## src/rtl/das_pkg.sv

```systemverilog
`default_nettype none
// ============================================================================
// Module      : das_pkg
// Description : Shared widths, FSM state encoding and the ADC sample
//               conversion helper for the DAS trace-processing chain.
// Contents    : ADC_W, SAMPLE_W, CNT_W, trace_state_t, adc_to_sample()
// Revision    : 1.0 - initial release
// ============================================================================
package das_pkg;

  localparam int ADC_W    = 14;
  localparam int SAMPLE_W = 16;
  localparam int CNT_W    = 16;

  // Explicitly encoded so the state value is stable across tools and readable
  // in a waveform.
  typedef enum logic [1:0] {
    ST_IDLE    = 2'd0,
    ST_DELAY   = 2'd1,
    ST_CAPTURE = 2'd2
  } trace_state_t;

  // Offset-binary input has its MSB inverted to become two's complement;
  // the result is then sign-extended to the stream width.
  function automatic logic [SAMPLE_W-1:0] adc_to_sample(
    input logic [ADC_W-1:0] raw,
    input logic             offset_binary
  );
    logic [ADC_W-1:0] x;
    x = offset_binary ? {~raw[ADC_W-1], raw[ADC_W-2:0]} : raw;
    return {{(SAMPLE_W-ADC_W){x[ADC_W-1]}}, x};
  endfunction

endpackage
`default_nettype wire

```

## src/rtl/das_sync_fifo.sv

```systemverilog
`default_nettype none
// ============================================================================
// Module      : das_sync_fifo
// Description : Single-clock FIFO with a show-ahead read port. The head entry
//               is presented from registered storage whenever the FIFO is not
//               empty, and reads as zero when empty.
// Ports       : clk, rst (sync, active high)
//               wr_en/wr_data  - write request (ignored when full unless the
//                                same cycle also pops an entry)
//               rd_en          - pop the head entry (ignored when empty)
//               rd_data        - head entry
//               full, empty    - occupancy flags
// Revision    : 1.0 - initial release
// ============================================================================
module das_sync_fifo #(
  parameter int WIDTH = 17,
  parameter int DEPTH = 16
) (
  input  logic             clk,
  input  logic             rst,
  input  logic             wr_en,
  input  logic [WIDTH-1:0] wr_data,
  input  logic             rd_en,
  output logic [WIDTH-1:0] rd_data,
  output logic             full,
  output logic             empty
);

  localparam int AW = $clog2(DEPTH);

  logic [WIDTH-1:0] mem [DEPTH];
  logic [AW-1:0]    wr_ptr;
  logic [AW-1:0]    rd_ptr;
  logic [AW:0]      count;
  logic             do_rd;
  logic             do_wr;

  assign empty = (count == '0);
  assign full  = (count == (AW+1)'(DEPTH));
  assign do_rd = rd_en & ~empty;
  // Fullness is judged before the pop, so a full FIFO accepts a write only
  // when an entry leaves in the same cycle.
  assign do_wr = wr_en & (~full | do_rd);

  assign rd_data = empty ? '0 : mem[rd_ptr];

  always_ff @(posedge clk) begin
    if (rst) begin
      wr_ptr <= '0;
      rd_ptr <= '0;
      count  <= '0;
    end else begin
      if (do_wr) wr_ptr <= wr_ptr + 1'b1;
      if (do_rd) rd_ptr <= rd_ptr + 1'b1;
      case ({do_wr, do_rd})
        2'b10:   count <= count + 1'b1;
        2'b01:   count <= count - 1'b1;
        default: count <= count;
      endcase
    end
  end

  always_ff @(posedge clk) begin
    if (do_wr) mem[wr_ptr] <= wr_data;
  end

endmodule
`default_nettype wire

```

## src/rtl/das_trace_capture.sv

```systemverilog
`default_nettype none
// ============================================================================
// Module      : das_trace_capture
// Description : Triggered ADC trace capture. A trigger rising edge starts a
//               programmable delay followed by a programmable number of
//               consecutive samples; samples are converted to sign-extended
//               two's complement and streamed out through a FIFO.
// Ports       : clk_i, reset_i (sync, active high)
//               adc_data_i     - 14-bit ADC sample, one per cycle
//               trig_i         - probe-pulse trigger (rising edge)
//               delay_i        - samples skipped after trigger
//               length_i       - samples per trace (0 = no capture)
//               m_data_o/m_last_o/m_valid_o/m_ready_i - output stream
//               busy_o         - trace in progress (delay or capture)
//               overflow_o     - sticky: a sample of this/last trace dropped
// Revision    : 1.0 - initial release
// ============================================================================
module das_trace_capture
  import das_pkg::*;
#(
  parameter int FIFO_DEPTH    = 16,
  parameter bit OFFSET_BINARY = 1'b1
) (
  input  logic                clk_i,
  input  logic                reset_i,
  input  logic [ADC_W-1:0]    adc_data_i,
  input  logic                trig_i,
  input  logic [CNT_W-1:0]    delay_i,
  input  logic [CNT_W-1:0]    length_i,
  output logic [SAMPLE_W-1:0] m_data_o,
  output logic                m_last_o,
  output logic                m_valid_o,
  input  logic                m_ready_i,
  output logic                busy_o,
  output logic                overflow_o
);

  trace_state_t        state;
  logic                trig_d;
  logic                trig_ev;
  logic                start;
  logic [CNT_W-1:0]    delay_cnt;
  logic [CNT_W-1:0]    len_q;
  logic [CNT_W-1:0]    idx;
  logic                idx_is_last;
  logic [SAMPLE_W-1:0] s1_data;
  logic                s1_valid;
  logic                s1_last;
  logic                overflow_q;
  logic                fifo_full;
  logic                fifo_empty;
  logic                drop;
  logic [SAMPLE_W:0]   fifo_rd;

  assign trig_ev     = trig_i & ~trig_d;
  assign start       = trig_ev & (state == ST_IDLE) & (length_i != '0);
  assign idx_is_last = (idx == len_q - CNT_W'(1));
  // A full FIFO always has a head entry, so only ready decides whether the
  // incoming sample finds room.
  assign drop        = s1_valid & fifo_full & ~m_ready_i;

  always_ff @(posedge clk_i) begin
    if (reset_i) begin
      trig_d     <= 1'b0;
      state      <= ST_IDLE;
      delay_cnt  <= '0;
      len_q      <= '0;
      idx        <= '0;
      s1_data    <= '0;
      s1_valid   <= 1'b0;
      s1_last    <= 1'b0;
      overflow_q <= 1'b0;
    end else begin
      trig_d   <= trig_i;
      // The write flag travels with the converted sample so the FIFO write
      // lands one cycle after the sample is taken.
      s1_data  <= adc_to_sample(adc_data_i, OFFSET_BINARY);
      s1_valid <= (state == ST_CAPTURE);
      s1_last  <= (state == ST_CAPTURE) & idx_is_last;
      // A drop in the same cycle as a new trigger belongs to the previous
      // trace and is still reported.
      overflow_q <= (overflow_q & ~start) | drop;

      case (state)
        ST_IDLE: begin
          if (start) begin
            len_q     <= length_i;
            delay_cnt <= delay_i;
            idx       <= '0;
            state     <= (delay_i != '0) ? ST_DELAY : ST_CAPTURE;
          end
        end
        ST_DELAY: begin
          delay_cnt <= delay_cnt - CNT_W'(1);
          if (delay_cnt == CNT_W'(1)) state <= ST_CAPTURE;
        end
        ST_CAPTURE: begin
          idx <= idx + CNT_W'(1);
          if (idx_is_last) state <= ST_IDLE;
        end
        default: state <= ST_IDLE;
      endcase
    end
  end

  das_sync_fifo #(
    .WIDTH (SAMPLE_W + 1),
    .DEPTH (FIFO_DEPTH)
  ) u_fifo (
    .clk     (clk_i),
    .rst     (reset_i),
    .wr_en   (s1_valid),
    .wr_data ({s1_last, s1_data}),
    .rd_en   (m_ready_i),
    .rd_data (fifo_rd),
    .full    (fifo_full),
    .empty   (fifo_empty)
  );

  assign m_data_o   = fifo_rd[SAMPLE_W-1:0];
  assign m_last_o   = fifo_rd[SAMPLE_W];
  assign m_valid_o  = ~fifo_empty;
  assign busy_o     = (state != ST_IDLE);
  assign overflow_o = overflow_q;

endmodule
`default_nettype wire

```

## config.mk

```make
export PLATFORM = sky130hd
export DESIGN_NAME = das_trace_capture
export DESIGN_NICKNAME = d
export VERILOG_FILES = /design/src/rtl/das_pkg.sv /design/src/rtl/das_sync_fifo.sv /design/src/rtl/das_trace_capture.sv
export SDC_FILE = /design/constraint.sdc
export NUM_CORES = 1
export LEC_CHECK = 0
export CORE_UTILIZATION = 35
export DETAILED_ROUTE_END_ITERATION = 16
export HOLD_SLACK_MARGIN = 0.15
export PLACE_DENSITY_LB_ADDON = 0.08
export SLEW_MARGIN = 15
export SYNTH_ARGS = -nofsm -noshare
export SYNTH_HDL_FRONTEND = slang
export SYNTH_SLANG_ARGS = --single-unit
export TNS_END_PERCENT = 20
```

## constraint.sdc

```tcl
create_clock -name clk_i -period 3.2 [get_ports clk_i]
set_input_delay 0.96 -clock clk_i [delete_from_list [all_inputs] [get_ports clk_i]]
set_output_delay 0.96 -clock clk_i [all_outputs]
set_load 0.01 [all_outputs]
```

### Word-level counts from Yosys, hierarchy flattened

Memories as Yosys holds them, arrays and structs flattened. A register that Yosys moved wholly into a read port is not among the register bits.
Index checks and enable logic that the tools add are counted.

* multiplexer cells: 15
* reduce and logical (&&, ||, !) cells: 12
* add/sub/neg operators: 7
* equality and inequality tests: 10
* bitwise logic cells: 17

Operators by type and width (count)
* case mux 16 bit (2 select lines): 2
* two-way mux 16 bit: 2
* nonzero test 16 bit: 2
* subtractor 16 x 1 -> 16 bit (second input constant): 2
* two-way mux 17 bit: 1
* adder 16 x 1 -> 16 bit (second input constant): 1
* == test 16 x 1 -> 1 bit (second input constant): 1
* == test 16 bit: 1
* case mux 5 bit (2 select lines): 1
* AND 1 bit: 9
* adder 4 x 1 -> 4 bit (second input constant): 2
* two-way mux 2 bit: 4
* two-way mux 4 bit: 2
* nonzero test 2 bit: 4
* != test 2 bit (second input constant): 3
* inverter 1 bit: 6
* case mux 2 bit (3 select lines): 1
* AND reduction 2 bit: 3
* adder 5 x 1 -> 5 bit (second input constant): 1
* == test 5 bit (second input constant): 1
* logical NOT 5 bit: 1
* subtractor 5 x 1 -> 5 bit (second input constant): 1
* == test 2 x 1 -> 1 bit (second input constant): 2
* == test 2 bit (second input constant): 2
* other kinds (4): 6

* memory bits (writable): 272
* memories kept: 1
* bits of input ports: 50
* word-level logic and storage cells: 74
* bits in registers: 81
* output and inout bits: 20

Memories
* u_fifo.mem: words 16, width 17, read ports 1, clocked after Yosys merged registers in 1, wr ports 1, RTL line das_sync_fifo.sv:31 `logic [WIDTH-1:0] mem [DEPTH];`

### Logic depth before layout (Yosys ltp)

Gate-level depths: netlist of run 1.

* word-level depth: 7
* gate-level depth with buffers: 14
* gate-level depth less buffers: 13

### Hierarchy

From an unflattened synthesis of run 1, not the netlist that was laid out.

* cell total of the unflattened synthesis: 984
* area total of the unflattened synthesis: 14898.0 µm²

Modules (own cells, without submodules)
* das_sync_fifo: area each 11449.7 µm², cells an instance 563, times used 1, seq. area each 8508.2 µm²
* das_trace_capture: area each 3448.3 µm², cells an instance 421, times used 1, seq. area each 1361.3 µm²

### Least setup slack after synthesis of run 1

OpenSTA, ideal clock, no wires.

* kind: input-to-reg
* start: in m_ready_i
* end: mem u_fifo.mem[3][0], enable pin
* stages on the path: 5
* required time: 2.794 ns
* library setup time: 0.406 ns
* path buffers: 1
* arrival: 2.686 ns
* setup slack: 0.108 ns
* cells stage by stage: nand3b_1 and2_1 clkbuf_1 nand2_1 nor3_1

* longest elaborated chain between the ends: 5

RTL lines
* start: declaration: RTL line das_trace_capture.sv:33 `input logic m_ready_i,`
* AND 1 bit: RTL line das_sync_fifo.sv:40 `assign do_rd = rd_en & ~empty;`
* bitwise OR 1 bit: RTL line das_sync_fifo.sv:43 `assign do_wr = wr_en & (~full | do_rd);`
* AND 1 bit: RTL line das_sync_fifo.sv:43
* two-way mux 1 bit: RTL line das_sync_fifo.sv:64 `if (do_wr) mem[wr_ptr] <= wr_data;`
* two-way mux 1 bit (implied by the code): RTL line das_sync_fifo.sv:64
* end: declaration: RTL line das_sync_fifo.sv:31

No other way between the ends.

==> run metrics, run 1 <==
Period Utilization, post-route=108%; placeable core area=37,700 µm²; drt initial violations=387; worst min path class=flop to flop; Most used DFF post-synth=edfxtp_1; post-route cell area=16,600 µm²; final setup violation count=17; sequential share of the synthesized area=66.6%; Placed Cells=1,468; reg2reg path depth=13; EDFF count, synth=240; Die Wd=197 µm; Top-Level Pins=70; syn_area_per_cell=15.1 µm²; Post-CTS Hold Buffers=0; cell with the most instances after synthesis=edfxtp_1; post-DR wirelength/cell=20.5 µm; data arrival time at the worst-slack endpoint=2.49 ns; die outline height=197 µm; clock buffers created by TritonCTS=38; Ys Warns=0; number of detailed-route iterations in the first pass=4; remaining max-slew budget at the tightest pin=55.1%; die area=39,000 µm²; number of vias per cell=5.00; instance area after placement=15,300 µm²; violations in the final reports=negative setup slack; TritonCTS clock tree=yes; initial core utilization=35.5%; Clock Latency Late Sink=0.55 ns; buffer levels on the longest clock path=3; global route total overflow=0; fraction of final layout cells with drive strength greater than 1=23.9%; required time at the endpoint of the critical path=2.24 ns; Distinct cells, synth=58; clk root buf=clkbuf_16; H-tree lvl count=2; area of the mapped netlist=13,400 µm²; leading cell types by count after synthesis=edfxtp_1, dfxtp_1, nor2_1, mux4_2, nand2_1; area growth from synthesis to layout=23.9%; critical setup path kind=flop to output port; via count=7,724; worst-case clock skew=0.0307 ns; Static Leakage=5.46 nW; nets in the synthesized netlist=947; largest net degree at the start of global routing=40; total count of hold-check failures in the final report=0; number of rows in the core area=71; crit end category=output port; critical-path cell with the highest stage delay=mux4_2; final core utilization=44.0%; transition at the pin with the smallest max-transition slack=0.668 ns; top routing layer used=met4; Total GRT Usage=16.9%; Async S/R FF share, synth=0%; post-place setup slack=-0.178 ns; met2 wire length=15.6 mm; post-route minimum period=3.45 ns; WL met1=14.1 mm; number of antenna violations at the first check in global routing=0; setup repair after global routing missed its margin=true; biggest cell delay along the critical path=0.51 ns; Post-Syn Instances=883; total wire length=31.7 mm; post-synth top area share=53.9%; post-layout total power=8.97 mW; most frequent cell on the critical path=mux4_2; crit path cell chain=buf_8, buf_12, mux4_2, mux4_2, nor2b_1, buf_2; number of sinks handled by clock tree synthesis=325; via count of the first global-routing pass=8,029; number of storage elements in the synthesis netlist=325; hold slack final=0.480 ns; Detail Route Antenna Nets=0; half-perimeter wire length of the detailed placement result=19.4 mm; Post-Layout Cell Count=1,546; max-cap check violation count=0; Achievable Freq=290 MHz; final total negative setup slack=-3.67 ns; number of pins with negative max-slew slack in the final report=0; cell taking the most area after synthesis=edfxtp_1; outcome=complete, but fails checks; maximum vdd drop=306 µV; worst hold path depth=2; setup slack of the critical path after layout=-0.248 ns; Critical Path Source Type=flop; final routed DRC violation total=0; antenna diode count=0; clock-pin slew on the worst setup and hold paths=0.05 ns; wire length of the first global-routing pass=49.0 mm; GPL Wtd Cong=0.779; leading cell types by total area after synthesis=edfxtp_1, dfxtp_1, mux4_2; worst-path maximum fanout=8; port buffer count=69; number of nets in the layout=1,070; WL met3=1.36 mm; Pwr per Cell Area=542 nW/µm²
[area by class of cell]
type,instances,area (µm²)
clock buffer,52,1010
clock inverter,17,103
fill,3498,21100
inverter,16,60.1
multi-input combinational,489,4270
sequential,325,8910
tap,511,639
timing repair buffer,136,1570
[cells in the final DEF, fill, tap and decap left out, drive strengths merged, types with 2 or more instances in the layout]
cell,netlist,routed
nor2b,36,36
clkdlybuf4s50,0,50
or4,4,4
a21oi,39,39
nor2,78,78
a211oi,6,6
mux2i,2,2
nand3b,3,3
nor3,14,14
edfxtp,240,240
nand2,59,59
nor4,17,17
nand4,12,12
buf,18,85
or2,5,5
a31oi,7,7
ha,13,13
o211ai,5,5
mux4,75,75
clkinv,0,14
and2,3,3
mux2,2,2
a2111oi,3,3
nand2b,6,6
a22oi,5,5
a311oi,7,7
nor3b,2,2
inv,16,19
and4,3,3
xor2,19,19
a41oi,3,3
xnor2,15,15
dfxtp,85,85
and3,6,6
o21ai,10,10
nand3,14,14
or3,2,2
clkbuf,35,52
[logic make-up (layout without fill, tap and decap cells)]
kind of cell    count (synthesis)  count (layout)  synth area share [%]
fa+ha+maj                      14              14                  1.37
buf+inv                        69             221                  2.18
simple gates                  267             267                  10.1
mux                            79              79                  12.9
xor+xnor                       34              34                  2.23
flops                         325             325                  66.6
compound gates                 95              95                  4.59
[critical path, delay by kind of cell, from the launching register on]
family / cells / cell delay (ns)
buf+inv: 3 / 0.42
flops: 1 / 0.38
mux: 2 / 1.01
simple gates: 1 / 0.14
[path summary, 6_finish.rpt]
kind | from | slack, ns | to
worst max-delay path | flop | -0.25 | m_data_o[12]
worst min-delay path | delay_cnt[11] | 0.48 | delay_cnt[11]
worst max register to register | u_fifo.count[3] | 0.60 | u_fifo.count[4]
worst min register to register | delay_cnt[11] | 0.48 | delay_cnt[11]
[where the power goes]
group          total, mW  leakage, nW  internal, mW  switching [mW]
Sequential          4.65         2.88          4.56          0.0861
Combinational      0.425         2.03         0.204           0.221
Clock               3.90        0.550          2.23            1.67
Total               8.97         5.46          7.00            1.98
[sequential cells by signal, indices dropped and copies added (netlist names), named ones only]
name,flops
s1_valid,1
state,2
u_fifo.count,5
u_fifo.mem,240
u_fifo.wr_ptr,4
u_fifo.rd_ptr,4
delay_cnt,16
trig_d,1
overflow_o,1
s1_data,14
len_q,16
s1_last,1
idx,16
[what timing repair did]
action / CTS / global route
gates resized for setup: 88 / 1
gates cloned: 3 / 0
pin swaps: 0 / 1
endpoints found under the setup margin: 18 / 18
setup buffers: 6 / 1
[routing by layer]
metal | GRT usage [%] | up-vias
li1 | - | 3658
met1 | 22.2 | 3869
met2 | 28.6 | 153
met3 | 2.94 | 44
met4 | 4.97 | 0
met5 | 0 | -
Power figures use the tool's default switching activity.
==> run 2: changes to the inputs <==
- SKIP_CTS_REPAIR_TIMING: not set -> 1
==> run metrics, run 2 (synthesis gave the netlist of run 1 again) <==
outcome=complete, but fails checks; violations in the final reports=negative setup slack; final routed DRC violation total=0; H-tree lvl count=2; most flop-heavy register=u_fifo.mem; total count of hold-check failures in the final report=0; initial core utilization=35.5%; clock buffers created by TritonCTS=38; area growth from synthesis to layout=23.5%; Clock Latency Late Sink=0.55 ns; Placed Cells=1,468; number of pins with negative max-slew slack in the final report=0; post-place setup slack=-0.178 ns; startpoint of the tightest hold check path=delay_cnt[11]; number of nets in the layout=1,069; clock-pin slew on the worst setup and hold paths=0.05 ns; number of rows in the core area=71; port buffer count=69; critical setup path kind=flop to output port; Period Utilization, post-route=108%; hold slack final=0.480 ns; largest net degree at the start of global routing=40; setup repair after global routing missed its margin=true; count of filler cells inserted in the layout=3,504; Achievable Freq=290 MHz; combined area of the multi-input logic cells=4240 µm²; worst-case clock skew=0.0295 ns; met1 Resource Use GR=21.9%; setup slack of the critical path after layout=-0.249 ns; Top-Level Pins=70; TritonCTS clock tree=yes; antenna diode count=0; number of sinks handled by clock tree synthesis=325; global route total overflow=0; max-cap check violation count=0; reg2reg path depth=12; final core utilization=43.9%; Detail Route Antenna Nets=0; GPL Wtd Cong=0.779; remaining max-slew budget at the tightest pin=55.5%; leading cell types in the layout, fill and taps excluded=edfxtp_1, dfxtp_1, mux4_2, nor2_1, nand2_1; clk root buf=clkbuf_16; Post-Layout Cell Count=1,545; post-DR wirelength/cell=20.4 µm; placeable core area=37,700 µm²; post-route minimum period=3.45 ns; via count of the first global-routing pass=7,980; Critical Path Source Type=flop; die area=39,000 µm²; data arrival time at the worst-slack endpoint=2.49 ns; number of vias per cell=5.01; number of antenna violations at the first check in global routing=0; total wire length=31.6 mm; number of detailed-route iterations in the first pass=5; Most Used Layer, Global Route=met2; crit end category=output port; met2 capacity usage during global routing=28.5%; buffer levels on the longest clock path=3; die outline height=197 µm; Static Leakage=5.42 nW; Total GRT Usage=16.7%; worst hold path depth=2; critical register-to-register path startpoint=u_fifo.count[0]; final total negative setup slack=-3.62 ns; final setup violation count=18; Global Route met3 Usage=2.90%; wire length of the first global-routing pass=48.5 mm; area taken by flip-flops and latches=8910 µm²; transition at the pin with the smallest max-transition slack=0.662 ns; Pwr per Cell Area=543 nW/µm²; maximum vdd drop=308 µV; via count=7,740; fraction of final layout cells with drive strength greater than 1=23.4%; most common cell after layout, fill and taps aside=edfxtp_1; worst min path class=flop to flop; Die Wd=197 µm; drt initial violations=363; flip-flop count of the largest register after layout=240; half-perimeter wire length of the detailed placement result=19.4 mm; worst-path maximum fanout=8; required time at the endpoint of the critical path=2.24 ns
run 2: changes by cell type in the layout (fill, tap and decap cells not counted), moves of 2 or more:
cell	delta
nor2b_4	-2
clkbuf_2	+14
buf_2	-12
nor2b_1	+2
buf_12	-2
buf_6	-3
clkbuf_16	+3
run 2: per-stage QoR:
step                power (mW)  cell area [µm²]
floorplan                 4.98            13400
global placement          5.16            15300
detailed placement        5.16            15300
CTS                       9.12            16400
global route              9.32            16500
finish                    8.97            16500
run 2: layout make-up:
cell class | instances | area share [%]
repair buffers | 135 | 9.35
well taps | 511 | 3.87
multi-input cells | 489 | 25.7
flip-flops and latches | 325 | 54.0
clock inverters | 17 | 0.621
inverters | 16 | 0.364
clock buffers | 52 | 6.14
run 2: path summary, 6_finish.rpt:
path,end,slack (ns)
worst max register to register,u_fifo.count[4],0.47
worst min-delay path,delay_cnt[11],0.48
worst max-delay path,m_data_o[9],-0.25
worst min register to register,delay_cnt[11],0.48
run 2: critical path: stages, from the launching register on:
cell,delay (ns)
dfxtp_4,0.37
buf_12,0.15
buf_12,0.15
mux4_2,0.53
mux4_2,0.48
nor2b_4,0.15
clkbuf_2,0.13
run 2: per-layer routing:
layer	share of wire [%]	up-vias
li1	-	3655
met1	45	3904
met2	49	140
met3	3.7	41
met4	1.7	0
met5	0	-
run 2: where the power goes:
group	switching [mW]	internal (mW)	leakage [nW]	total, mW
registers	0.0861	4.56	2.88	4.65
logic	0.221	0.203	1.99	0.425
clock network	1.67	2.23	0.550	3.90
total	1.98	7.00	5.42	8.97
==> run 3: changes to the inputs <==
- SYNTH_HIERARCHICAL: not set -> 1
==> run metrics, run 3 <==
area of the mapped netlist=14,900 µm²; Most used DFF post-synth=edfxtp_1; cell-internal power=9.09 mW; switching part of the total=27.1%; half-perimeter wire length of the detailed placement result=22.3 mm; sequential share of the synthesized area=66.2%; hold slack final=0.472 ns; number of storage elements in the synthesis netlist=357; post-synth top area share=54.8%; crit end category=output port; number of pins with negative max-slew slack in the final report=0; net switching power of the design=3.37 mW; largest net degree at the start of global routing=58; data arrival time at the worst-slack endpoint=2.33 ns; nets in the synthesized netlist=1,047; final setup violation count=18; leading cell types by count after synthesis=edfxtp_1, dfxtp_1, nor2_1, mux4_2, nand2_1; violations in the final reports=negative setup slack; H-tree lvl count=2; maximum vdd drop=400 µV; instance area after placement=17,000 µm²; total count of hold-check failures in the final report=0; clock buffers created by TritonCTS=41; Die Wd=208 µm; leading cell types by total area after synthesis=edfxtp_1, dfxtp_1, mux4_2; setup slack of the critical path after layout=-0.0943 ns; post-route cell area=18,700 µm²; max-cap check violation count=0; placeable core area=41,900 µm²; clock-pin slew on the worst setup and hold paths=0.05 ns; post-route minimum period=3.29 ns; area growth from synthesis to layout=25.6%; EDFF count, synth=272; number of vias per cell=5.19; Clock Latency Late Sink=0.57 ns; die area=43,400 µm²; transition at the pin with the smallest max-transition slack=0.650 ns; drt initial violations=448; worst min path class=flop to flop; worst-path maximum fanout=5; critical setup path kind=flop to output port; antenna diode count=0; setup repair after global routing missed its margin=true; fraction of final layout cells with drive strength greater than 1=25.9%; Ys Warns=6; Async S/R FF share, synth=0%; Distinct cells, synth=66; Pwr per Cell Area=666 nW/µm²; die outline height=208 µm; number of nets in the layout=1,210; post-DR wirelength/cell=21.3 µm; Top-Level Pins=70; Post-Syn Instances=984; number of rows in the core area=75; number of detailed-route iterations in the first pass=4; global route total overflow=0; final core utilization=44.6%; TritonCTS clock tree=yes; cell taking the most area after synthesis=edfxtp_1; flip-flop count of the largest register after layout=272; Placed Cells=1,612; clock network power share=35.2%; Static Leakage=6.20 nW; via count=8,911; Achievable Freq=304 MHz; number of antenna violations at the first check in global routing=1; initial core utilization=35.5%; clk root buf=clkbuf_16; syn_area_per_cell=15.1 µm²; via count of the first global-routing pass=9,010; GPL Wtd Cong=0.758; worst-case clock skew=0.0257 ns; total wire length=36.6 mm; Total GRT Usage=17.0%; final routed DRC violation total=0; remaining max-slew budget at the tightest pin=56.6%; part of the power in combinational logic=23.1%; outcome=complete, but fails checks; most flop-heavy register=u_fifo/mem; cell with the most instances after synthesis=edfxtp_1; most common cell after layout, fill and taps aside=edfxtp_1; required time at the endpoint of the critical path=2.24 ns; Period Utilization, post-route=103%; wire length of the first global-routing pass=55.6 mm; buffer levels on the longest clock path=3; leading cell types in the layout, fill and taps excluded=edfxtp_1, dfxtp_1, mux4_2, nor2_1, buf_4; sequential share of power=41.7%; R2R setup slack=0.54 ns; Detail Route Antenna Nets=0; Critical Path Source Type=flop; port buffer count=69; post-layout total power=12.5 mW; number of sinks handled by clock tree synthesis=357; Post-Layout Cell Count=1,717
==> run 3: changes by cell type in the layout (fill, tap and decap cells not counted), moves of 9 or more <==
cell	before	now
edfxtp_1	240	272
mux2i_1	2	21
buf_12	28	38
nand2_1	59	50
a211oi_1	6	15
a211oi_2	0	25
buf_4	34	65
==> run 3: per-layer routing <==
| metal | wire length [µm] | vias up | GRT usage [%] |
|---|---|---|---|
| met4 | 529 | 0 | 3.83 |
| met1 | 16900 | 4547 | 23.8 |
| met5 | 0 | - | 0 |
| li1 | - | 4172 | - |
| met3 | 1570 | 47 | 3.02 |
| met2 | 17600 | 145 | 27.5 |
==> run 3: worst paths after layout <==
path,startpoint,to,cells past startpoint
min reg2reg,len_q[15],len_q[15],2
max reg2reg,u_fifo/count[0],u_fifo/count[4],8
max,flop,m_data_o[11],8
min,len_q[15],len_q[15],2
==> run 3: cells by family after synthesis <==
logic type | share of synthesized area, %
compound gates | 6.68
simple gates | 9.73
buf+inv | 2.35
fa+ha+maj | 1.14
xor+xnor | 1.65
mux | 12.2
flops | 66.2
==> run 3: critical path, stage by stage (launching register included) <==
cell,delay [ns]
dfxtp_4,0.41
buf_12,0.14
buf_4,0.11
buf_4,0.10
mux4_2,0.47
nor2b_1,0.15
a211oi_2,0.16
a211oi_2,0.08
buf_2,0.17
==> run 3: cell type report <==
cell class | instances | area [µm²]
Clock buffer | 59 | 1120
Sequential cell | 357 | 9880
Multi-Input combinational cell | 551 | 4860
Tap cell | 539 | 674
Fill cell | 3733 | 23200
Clock inverter | 15 | 123
Timing Repair Buffer | 178 | 1970
Inverter | 18 | 67.6
==> run 3: power groups by stage <==
| stage | logic [mW] | registers, mW | clock network [mW] |
|---|---|---|---|
| after global routing | 3.13 | 5.21 | 4.71 |
| after CTS | 2.65 | 5.21 | 4.53 |
| final | 2.88 | 5.19 | 4.38 |
| after detailed placement | 2.64 | 5.31 | 0 |
| after global placement | 2.64 | 5.30 | 0 |
| after floorplan | 1.47 | 5.24 | 0 |
==> run 3: stage by stage <==
step                setup slack (ns)  TNS [ns]
CTS                           -0.583     -8.82
floorplan                     -0.203    -13.80
finish                       -0.0943    -0.903
global placement             0.00671         0
detailed placement           -0.0496   -0.0496
global route                  -0.210     -2.77
